===== config.mk =====
export PLATFORM = sky130hd
export DESIGN_NAME = tdm_demux4_flat
export DESIGN_NICKNAME = d
export VERILOG_FILES = /design/src/rtl/tdm_demux4_if.sv /design/src/rtl/tdm_demux4.sv /design/src/flat_wrapper.sv
export SDC_FILE = /design/constraint.sdc
export NUM_CORES = 1
export LEC_CHECK = 0
export BUFFER_PORTS_ARGS = -buffer_cell sky130_fd_sc_hd__buf_2
export CAP_MARGIN = 20
export CORE_ASPECT_RATIO = 0.8
export CORE_MARGIN = 2
export CORE_UTILIZATION = 59
export CTS_CLUSTER_DIAMETER = 50
export DETAILED_ROUTE_END_ITERATION = 10
export PLACE_DENSITY = 0.84
export RECOVER_POWER = 100
export SYNTH_ARGS = -nofsm -noshare
export SYNTH_HDL_FRONTEND = slang
export SYNTH_SLANG_ARGS = --single-unit

===== constraint.sdc =====
create_clock -name clk -period 3.1 [get_ports clk]
set_input_delay 0.31 -clock clk [delete_from_list [all_inputs] [get_ports clk]]
set_output_delay 0.31 -clock clk [all_outputs]
set_load 0.1 [all_outputs]

===== src/rtl/tdm_demux4_if.sv =====
// tdm_demux4_if: TDM demux bus; master drives din/din_valid/frame_start, slave drives ch0..ch3/out_valid/frame_err/sel/busy
interface tdm_demux4_if #(parameter int WIDTH = 8);
  logic [WIDTH-1:0] din;
  logic             din_valid;
  logic             frame_start;
  logic [WIDTH-1:0] ch0;
  logic [WIDTH-1:0] ch1;
  logic [WIDTH-1:0] ch2;
  logic [WIDTH-1:0] ch3;
  logic             out_valid;
  logic             frame_err;
  logic [1:0]       sel;
  logic             busy;
  modport master (
    output din, din_valid, frame_start,
    input  ch0, ch1, ch2, ch3, out_valid, frame_err, sel, busy
  );
  modport slave (
    input  din, din_valid, frame_start,
    output ch0, ch1, ch2, ch3, out_valid, frame_err, sel, busy
  );
endinterface


===== src/rtl/tdm_demux4.sv =====
// tdm_demux4: 4-slot TDM demux; ports clk, rst_n (async low), bus.slave (din/din_valid/frame_start in; ch0..3/out_valid/frame_err/sel/busy out)
module tdm_demux4 #(
  parameter int WIDTH   = 8,
  parameter int TIMEOUT = 16
) (
  input logic       clk,
  input logic       rst_n,
  tdm_demux4_if.slave bus
);
  localparam int CW = $clog2(TIMEOUT + 1);
  localparam logic [CW-1:0] TLAST = CW'(TIMEOUT - 1);
  localparam logic [CW-1:0] CMAX  = CW'(TIMEOUT);
  typedef enum logic {IDLE, COLLECT} state_t;
  state_t           state_q, state_d;
  logic [1:0]       sel_q, sel_d;
  logic [CW-1:0]    idle_q, idle_d;
  logic [WIDTH-1:0] shadow_q [0:2];
  logic [WIDTH-1:0] shadow_d [0:2];
  logic [WIDTH-1:0] ch_q [0:3];
  logic [WIDTH-1:0] ch_d [0:3];
  logic             out_valid_q, out_valid_d;
  logic             frame_err_q, frame_err_d;
  always_comb begin
    state_d     = state_q;
    sel_d       = sel_q;
    idle_d      = idle_q;
    shadow_d    = shadow_q;
    ch_d        = ch_q;
    out_valid_d = 1'b0;
    frame_err_d = 1'b0;
    if (state_q == IDLE) begin
      if (bus.din_valid && bus.frame_start) begin
        shadow_d[0] = bus.din;
        sel_d       = 2'd1;
        idle_d      = '0;
        state_d     = COLLECT;
      end
    end else if (bus.din_valid && bus.frame_start) begin
      // early restart: drop the partial frame, this word becomes slot 0
      frame_err_d = 1'b1;
      shadow_d[0] = bus.din;
      sel_d       = 2'd1;
      idle_d      = '0;
    end else if (bus.din_valid && sel_q == 2'd3) begin
      // slot 3 goes straight to the output, never through a shadow
      ch_d[0]     = shadow_q[0];
      ch_d[1]     = shadow_q[1];
      ch_d[2]     = shadow_q[2];
      ch_d[3]     = bus.din;
      out_valid_d = 1'b1;
      sel_d       = 2'd0;
      idle_d      = '0;
      state_d     = IDLE;
    end else if (bus.din_valid) begin
      shadow_d[sel_q] = bus.din;
      sel_d           = sel_q + 2'd1;
      idle_d          = '0;
    end else if (idle_q == TLAST) begin
      frame_err_d = 1'b1;
      sel_d       = 2'd0;
      idle_d      = '0;
      state_d     = IDLE;
    end else begin
      idle_d = (idle_q == CMAX) ? idle_q : idle_q + 1'b1;
    end
  end
  always_ff @(posedge clk or negedge rst_n) begin
    if (!rst_n) begin
      state_q     <= IDLE;
      sel_q       <= '0;
      idle_q      <= '0;
      shadow_q    <= '{default: '0};
      ch_q        <= '{default: '0};
      out_valid_q <= 1'b0;
      frame_err_q <= 1'b0;
    end else begin
      state_q     <= state_d;
      sel_q       <= sel_d;
      idle_q      <= idle_d;
      shadow_q    <= shadow_d;
      ch_q        <= ch_d;
      out_valid_q <= out_valid_d;
      frame_err_q <= frame_err_d;
    end
  end
  assign bus.ch0       = ch_q[0];
  assign bus.ch1       = ch_q[1];
  assign bus.ch2       = ch_q[2];
  assign bus.ch3       = ch_q[3];
  assign bus.out_valid = out_valid_q;
  assign bus.frame_err = frame_err_q;
  assign bus.sel       = sel_q;
  assign bus.busy      = (state_q == COLLECT);
endmodule


===== src/flat_wrapper.sv =====
// flat-port wrapper written by rule: the top's interface ports become plain ports
module tdm_demux4_flat 
#(
  parameter int WIDTH   = 8,
  parameter int TIMEOUT = 16
)
  (clk, rst_n, bus_din, bus_din_valid, bus_frame_start, bus_ch0, bus_ch1, bus_ch2, bus_ch3, bus_out_valid, bus_frame_err, bus_sel, bus_busy);
  tdm_demux4_if #(.WIDTH(WIDTH)) bus_i ();
  input logic clk;
  input logic rst_n;
  input wire logic [$bits(bus_i.din)-1:0] bus_din;
  input wire logic [$bits(bus_i.din_valid)-1:0] bus_din_valid;
  input wire logic [$bits(bus_i.frame_start)-1:0] bus_frame_start;
  output wire logic [$bits(bus_i.ch0)-1:0] bus_ch0;
  output wire logic [$bits(bus_i.ch1)-1:0] bus_ch1;
  output wire logic [$bits(bus_i.ch2)-1:0] bus_ch2;
  output wire logic [$bits(bus_i.ch3)-1:0] bus_ch3;
  output wire logic [$bits(bus_i.out_valid)-1:0] bus_out_valid;
  output wire logic [$bits(bus_i.frame_err)-1:0] bus_frame_err;
  output wire logic [$bits(bus_i.sel)-1:0] bus_sel;
  output wire logic [$bits(bus_i.busy)-1:0] bus_busy;
  assign bus_i.din = bus_din;
  assign bus_i.din_valid = bus_din_valid;
  assign bus_i.frame_start = bus_frame_start;
  assign bus_ch0 = bus_i.ch0;
  assign bus_ch1 = bus_i.ch1;
  assign bus_ch2 = bus_i.ch2;
  assign bus_ch3 = bus_i.ch3;
  assign bus_out_valid = bus_i.out_valid;
  assign bus_frame_err = bus_i.frame_err;
  assign bus_sel = bus_i.sel;
  assign bus_busy = bus_i.busy;
  tdm_demux4 #(.WIDTH(WIDTH), .TIMEOUT(TIMEOUT)) u_core (.clk(clk), .rst_n(rst_n), .bus(bus_i));
endmodule

---- After elaboration in Yosys (flattened, before gate mapping) ----
Index checks and enable logic that the tools add are counted.
word-level totals
  logic and storage cells ................. 70
  input bits .............................. 12
  bits in registers ....................... 66
  output and inout port bits .............. 37
cells by class
  add/sub/neg operators ................... 2
  bitwise logic cells ..................... 3
  $lt $le $gt $ge ......................... 2
  reductions and logical operators ........ 11
  muxes and demuxes ....................... 35
  equal/unequal tests ..................... 5
operator list
  operator               number
  $mux W24               2
  $mux W5                7
  $mux W8                4
  $bwmux W24             1
  $demux W8 S2           1
  $mux W1                14
  $mux W2                6
  $reduce_and A3 Y1      2
  $add A5 B1 Y5 const B  1
  $eq A5 B4 Y1 const B   1
  $eq A5 B5 Y1 const B   1
  $ne A5 B2 Y1 const B   1
  $reduce_and A2 Y1      2
  $reduce_and A4 Y1      1
  $reduce_bool A2 Y1     2
  $reduce_bool A4 Y1     1
  $ge A3 B3 Y1 const B   1
  $logic_and A1 B1 Y1    3
  $lt A3 B1 Y1 const B   1
  $not A2 Y3             1
  $add A2 B1 Y2 const B  1
  $eq A2 B2 Y1 const B   1
  $ne A2 B1 Y1 const B   1
  $not A1 Y1             2

---- Logic depth before layout (Yosys ltp) ----
Gate-level depths: netlist of the first run.
  depth in word-level cells ............... 10
  depth in mapped cells ................... 5
  gate-level depth less buffers ........... 5

---- Worst setup path before layout of the first run ----
No wires, ideal clock.
  path kind ............................... register -> register
  start point ............................. register u_core.sel_q[0], in the netlist u_core.bus.sel[0]
  end point ............................... register u_core.shadow_q[16] in the netlist's numbering
  data required time ...................... 2.975 ns
  arrival ................................. 2.067 ns
  stages on the path, launching flop included .. 5
  path buffers ............................ 0
  setup slack ............................. 0.908 ns
  clock period less this slack ............ 2.192 ns
  path through ............................ dfrtp_1 ha_1 nand2b_1 o21ai_4 mux2_2
on the way
  word-level cells in the longest chain between the ends .. 10
  elaborated cells on any way between the ends .. 15
ends and longest elaborated chain
  element                                                             RTL line          source
  from (decl)                                                         tdm_demux4.sv:15  logic [1:0] sel_q, sel_d;
  from (signal assigned)                                              tdm_demux4.sv:78  sel_q <= sel_d;
  $not A2 Y3 (implied by the code)                                    tdm_demux4.sv:55  shadow_d[sel_q] = bus.din;
  $ge A3 B3 Y1 (implied by the code) or $lt A3 B1 Y1 (tied branches)  tdm_demux4.sv:55
  $logic_and A1 B1 Y1 (implied by the code)                           tdm_demux4.sv:55
  $mux W8 (implied by the code)                                       tdm_demux4.sv:55
  $demux W8 S2                                                        tdm_demux4.sv:55
  $bwmux W24                                                          tdm_demux4.sv:55
  $mux W24                                                            tdm_demux4.sv:54  end else if (bus.din_valid) begin
  $mux W24                                                            tdm_demux4.sv:44  end else if (bus.din_valid && sel_q == 2'd3) begin
  $mux W8                                                             tdm_demux4.sv:38  end else if (bus.din_valid && bus.frame_start) begin
  $mux W8                                                             tdm_demux4.sv:31  if (state_q == IDLE) begin
  to (signal assigned)                                                tdm_demux4.sv:80  shadow_q <= shadow_d;
  to (decl)                                                           tdm_demux4.sv:17  logic [WIDTH-1:0] shadow_q [0:2];
Several ways; a longest one is shown, not always the timed one. The select of a mux whose other input is x is not followed.
A chain may end at the register's enable or synchronous reset.

---- Final worst setup path of the first run ----
  start point ............................. register u_core.state_q, in the netlist u_core.bus.busy
  end point ............................... output port bus_busy
RTL lines
  element                 RTL line            source
  from (decl)             tdm_demux4.sv:14    state_t state_q, state_d;
  from (signal assigned)  tdm_demux4.sv:77    state_q <= state_d;
  to (decl)               flat_wrapper.sv:21  output wire logic [$bits(bus_i.busy)-1:0] bus_busy;
No word-level cell between the ends.

==> results of run 1 <==
## synth_stat cells (all sizes together)
library cell	n
and2b	1
a31o	2
o21ai	6
inv	6
o21a	1
nand2	6
o41ai	1
a32o	3
a21oi	3
nand4b	1
mux2	56
buf	5
a41oi	1
o21bai	1
nor2	3
nand3	1
nand2b	3
and4bb	2
a22o	1
ha	6
nor3	1
and2	1
dfrtp	66
and4b	1
and3	1
## per-layer routing
metal / vias up / share of wire / track usage
met5: - / 0 / 0
met4: 0 / 0.016 / 0.0699
met3: 9 / 0.076 / 0.109
met2: 44 / 0.46 / 0.316
met1: 794 / 0.45 / 0.264
li1: 756 / - / -
## layout make-up
type,instances,area [sq um]
clock buffers,14,163
clock inverters,2,35.0
inverters,6,22.5
well taps,60,75.1
flip-flops and latches,66,1650
multi-input cells,102,990
repair buffers,50,208
fillers,369,1370
## worst max-delay path by stage
stage,start,cells after the start,slack [ns],end
2_1_floorplan,u_core.bus.sel[0],4,0.91,u_core.shadow_q[16]
3_3_place_gp,u_core.bus.sel[0],4,1.32,u_core.shadow_q[18]
3_5_place_dp,u_core.bus.sel[0],4,1.31,u_core.shadow_q[22]
4_1_cts,u_core.bus.busy,1,1.26,bus_busy
5_1_grt,rst_n,1,0.63,u_core.shadow_q[6]
6_report,u_core.bus.busy,1,0.87,bus_busy
## worst reg2reg max path, stage by stage (launching register included)
cell and delay [ns]:
dfrtp_1 0.45, ha_1 0.28, and4bb_1 0.34, nand2_1 0.30, mux2_2 0.39
## metrics by stage
| step | util | hold WS [ns] |
|---|---|---|
| after floorplan | - | 0.0144 |
| after global placement | 0.667 | 0.482 |
| after detailed placement | 0.667 | 0.487 |
| after CTS | 0.711 | 0.131 |
| after global routing | 0.697 | 0.243 |
| final | 0.697 | 0.247 |
## flip-flops by register name, indices dropped and copies added, names as in the netlist
register	cells
u_core.bus.out_valid	1
u_core.idle_q	5
u_core.bus.ch3	8
u_core.bus.busy	1
u_core.bus.ch2	8
u_core.bus.frame_err	1
u_core.bus.ch1	8
u_core.shadow_q	24
u_core.bus.sel	2
u_core.bus.ch0	8
## kinds of logic after synthesis
| logic type | count (synthesis) | share of synthesized area |
|---|---|---|
| fa+ha+maj | 6 | 0.0275 |
| compound gates | 19 | 0.0532 |
| buf+inv | 11 | 0.0243 |
| flops | 66 | 0.606 |
| simple gates | 21 | 0.0578 |
| mux | 56 | 0.231 |
==> impl_metrics.csv, run 1 <==
group,metric,value,unit
run_status,status,"finished with violations",
run_status,violations,"max-capacitance violations, max-slew violations",
hold_path,hold-path-cell-count,2,
timing,rsz_0062_raised_after_global_routing,"false",
routing,wl,4580,um
setup_path,setup.worst_path.class,"register to output pin",
synth,synth_net_count,197,
clock_tree,cts_post_setup_buffers_inserted,0,
routing,drt_first_pass_iters,4,
layout,layout.cells.most_common,"dfrtp_1",
setup_path,path_max_fanout,17,
hold_path,holdCritStartpoint,"bus_din[6]",
clock_tree,postCtsResizedCells,0,
setup_path,max_stage_delay,0.92,ns
placement,last_weighted_congestion_value_of_the_routability_driven_placer,0.822,
setup_path,timing.reg2reg.setup_slack,1.23,ns
floorplan,floorplan.initialDensity,0.604,
clock_tree,htreeDepth,3,
grt,grt_usage,0.210,
clock_tree,clock_sink_count,66,
timing,period_needed,2.23,ns
setup_path,capture_instance_of_the_worst_register_to_register_path,"u_core.shadow_q[9]",
timing,setup_total_negative_slack,0,ns
layout,proportion_of_layout_cells_with_a_drive_suffix_above_1,0.354,
clock_tree,cts-buffers-inserted,9,
placement,detailedPlacementHpwl,3070,um
floorplan,floorplan.die_area,5180,sq um
grt,via_count_of_the_first_global_routing_pass,1622,
grt,grt_pass1_wl,7840,um
setup_path,cp_data_arrival_time,1.92,ns
timing,finalSetupViolations,0,
timing,timing_max_transition_violations_final,44,
timing,fmax,0.449,GHz
layout,num-nets-final,253,
layout,area.growth.synth_to_final,15.3,%
grt,remaining_global_route_overflow,0,
grt,grt_max_degree,44,
placement,place_inst,284,
timing,worstMarginPinSlew,2.21,ns
clock_tree,cts.hold.buffers_added,0,
timing,post-route-period-util,0.718,
placement,place_area,3010,sq um
setup_path,cp-end-kind,"output pin",
setup_path,critical_path_buf_inv_count,1,
routing,vias_per_cell,5.34,
timing,worst_slew_margin_rel,-0.473,
clock_tree,cts_clk_pin_slew_worst_paths,0.06,ns
floorplan,fp.dieH,64.8,um
timing,worst_slack,0.875,ns
clock_tree,clock_tree.buffer_depth,2,
floorplan,die_w,80,um
floorplan,core_area,4510,sq um
setup_path,worst-endpoint-required,2.79,ns
setup_path,worst_case_reg_to_reg_path_depth,4,
routing,post-route-drc-count,0,
setup_path,cpMaxStageDelayCell,"clkbuf_1",
routing,drt.antenna.violating_nets,0,
setup_path,critical_path.cell_chain,"clkbuf_1",
synth,synth_top_cell_area_share,0.606,
floorplan,floorplan.io_pins,49,
synth,synth-seq-cells,66,
synth,synth.largest_area_cell,"dfrtp_1",
layout,final_cell_mix,"dfrtp_1, mux2_2, clkbuf_1",
placement,io_buffer_count,48,
layout,antenna_cells_inserted,0,
timing,finalHoldViolations,0,
setup_path,critical_path.startpoint_type,"register",
synth,part_of_the_yosys_area_used_for_sequential_elements,0.606,
clock_tree,cts_root_buf,"clkbuf_8",
hold_path,worstHoldEndpoint,"u_core.shadow_q[14]",
synth,netlist-cell-type-count,29,
synth,synth_cells,179,
flow_run,drv_cap,1,
hold_path,hold_class,"input pin to register",
clock_tree,insertion_delay,0.34,ns
routing,drtIter0Drc,79,
routing,route.vias.total,1603,
placement,preCtsSetupSlack,1.31,ns
synth,largest_cells_by_area_after_synthesis,"dfrtp_1, mux2_2, ha_1, buf_6, a32o_1",
synth,syn_avg_cell_area,15.2,sq um
synth,synthesized_cell_area,2730,sq um
synth,yosysWarnings,0,
layout,finalInstanceArea,3140,sq um
setup_path,r2r_startpoint,"u_core.bus.sel[0]",
timing,fin_clk_skew,0.00384,ns
grt,antenna_found_initial,0,
layout,fin_cells,300,
floorplan,placement_rows,22,
setup_path,kind_of_cell_with_the_highest_combined_delay_on_the_critical_path,"buffers and inverters",
clock_tree,cts_tree,"done",
routing,post_drt_wl_per_cell,15.3,um
Power of run 1 is left out: the tool's default activity adds up to more than one toggle a clock period on the data nets, which glitch-free logic cannot reach.
==> run 2: changes to the inputs <==
Settings changed: CORE_UTILIZATION 59 to 49, PLACE_DENSITY 0.84 to 0.74.
Clock period 3.1 ns to 1.85 ns, I/O delays scaled along.
==> run 2 against run 1 <==
The run now ends clean. Final area up 5.4%. First-iteration DRC count up 86%. Sequential share of layout area down 2.4 points. Wire length grew 9.6%. Critical endpoint is now u_core.shadow_q[3].
==> impl_metrics.csv, run 2 (synthesis results as in run 1) <==
group,metric,value,unit
timing,post-route-period-util,0.954,
routing,met2_length,2330,um
timing,finalHoldViolations,0,
setup_path,max_stage_delay,0.51,ns
grt,grt_max_degree,41,
timing,rsz_0062_raised_after_global_routing,"false",
clock_tree,clock_sink_count,66,
clock_tree,cts_tree,"done",
placement,io_buffer_count,48,
floorplan,floorplan.initialDensity,0.504,
floorplan,floorplan.io_pins,49,
setup_path,cp_data_arrival_time,1.98,ns
timing,timing_max_transition_violations_final,0,
floorplan,placement_rows,24,
clock_tree,cts_root_buf,"clkbuf_8",
floorplan,floorplan.die_area,6180,sq um
placement,last_weighted_congestion_value_of_the_routability_driven_placer,0.736,
setup_path,cp-end-kind,"register",
routing,detailroute.wirelength.met3,284,um
timing,fmax,0.566,GHz
layout,antenna_cells_inserted,0,
clock_tree,clock_tree.buffer_depth,2,
setup_path,worst-endpoint-required,2.07,ns
routing,top_routing_layer_in_use,"met4",
timing,setup_total_negative_slack,0,ns
setup_path,path_max_fanout,8,
timing,fin_clk_skew,0.00482,ns
layout,area.growth.synth_to_final,21.6,%
layout,layout.cells.most_common,"dfrtp_1",
routing,drtIter0Drc,147,
placement,detailedPlacementHpwl,3390,um
grt,antenna_found_initial,0,
grt,via_count_of_the_first_global_routing_pass,1678,
clock_tree,insertion_delay,0.33,ns
clock_tree,cts-buffers-inserted,9,
grt,grt_usage,0.181,
timing,worst_slew_margin_rel,0.255,
layout,seq_area,1660,sq um
setup_path,setup.worst_path.class,"register to register",
setup_path,critical_path.cell_chain,"ha_2 > and4bb_1 > nand2_4 > mux2_2",
flow_run,drv_cap,0,
floorplan,core_area,5410,sq um
floorplan,die_w,87.4,um
layout,num-nets-final,257,
layout,proportion_of_layout_cells_with_a_drive_suffix_above_1,0.549,
routing,vias_per_cell,5.26,
timing,period_needed,1.77,ns
grt,remaining_global_route_overflow,0,
setup_path,kind_of_cell_with_the_highest_combined_delay_on_the_critical_path,"simple AND/OR/NAND/NOR gates",
floorplan,fp.dieH,70.7,um
clock_tree,htreeDepth,3,
setup_path,critical_path_buf_inv_count,0,
setup_path,critical_path.startpoint_type,"register",
routing,route.vias.total,1625,
run_status,status,"finished clean",
layout,largest_register_ff_count,24,
routing,post_drt_wl_per_cell,16.2,um
layout,final_cell_mix,"dfrtp_1, mux2_2, clkbuf_2",
clock_tree,cts_clk_pin_slew_worst_paths,0.07,ns
layout,largest-register,"u_core.shadow_q",
routing,drt.antenna.violating_nets,0,
timing,worstMarginPinSlew,1.12,ns
layout,fillerInstances,425,
grt,grt_pass1_wl,8400,um
routing,met1Wirelength,2360,um
clock_tree,cts_post_setup_buffers_inserted,0,
timing,finalSetupViolations,0,
hold_path,hold_class,"input pin to register",
setup_path,cpMaxStageDelayCell,"dfrtp_4",
routing,post-route-drc-count,0,
routing,drt_first_pass_iters,4,
layout,multi_input_comb_area,1010,sq um
routing,wl,5020,um
[run 2: cell count changes in the layout (fill, tap and decap cells not counted), sizes merged]
cell,previous run,this run
bufinv,1,3
clkinv,1,2
dlygate4sd3,0,1
[run 2: final timing paths]
| check | end | slack, ns | cells after the start | startpoint |
|---|---|---|---|---|
| max | u_core.shadow_q[3] | 0.08 | 4 | u_core.bus.sel[0] |
| max reg2reg | u_core.shadow_q[3] | 0.08 | 4 | u_core.bus.sel[0] |
| min | u_core.shadow_q[9] | 0.13 | 2 | bus_din[1] |
| min reg2reg | u_core.shadow_q[8] | 0.50 | 1 | u_core.shadow_q[8] |
| min in group asynchronous | u_core.idle_q[4] | 0.59 | 2 | rst_n |
| max in group asynchronous | u_core.bus.ch3[0] | 0.40 | 3 | rst_n |
[run 2: stage by stage]
step / util / std cells / area [sq um] / hold slack [ns] / setup slack [ns]
floorplan: - / 179 / 2740 / -0.111 / 0.0374
global placement: 0.572 / 292 / 3090 / 0.149 / 0.176
detailed placement: 0.572 / 292 / 3090 / 0.164 / 0.129
CTS: 0.620 / 309 / 3350 / 0.118 / 0.108
global route: 0.613 / 309 / 3310 / 0.122 / 0.0433
finish: 0.613 / 309 / 3310 / 0.132 / 0.0843
[run 2: per-layer routing]
layer,track usage,up-vias
met3,0.0793,5
met4,0.0513,0
met5,0,-
li1,-,758
met2,0.266,37
met1,0.245,825
[run 2: cell type report]
| class | instances | share of cell area |
|---|---|---|
| sequential | 66 | 0.501 |
| tap | 65 | 0.0245 |
| inverter | 6 | 0.00680 |
| timing repair buffer | 54 | 0.0880 |
| clock inverter | 5 | 0.0302 |
| multi-input combinational | 102 | 0.304 |
| clock buffer | 11 | 0.0457 |
[run 2: repair_timing]
item / CTS / global route
hold endpoints to repair: 16 / 0
endpoints found under the setup margin: 0 / 0
resized for setup: 0 / 0
hold buffers: 1 / 0
Power of run 2 is left out for the same reason.
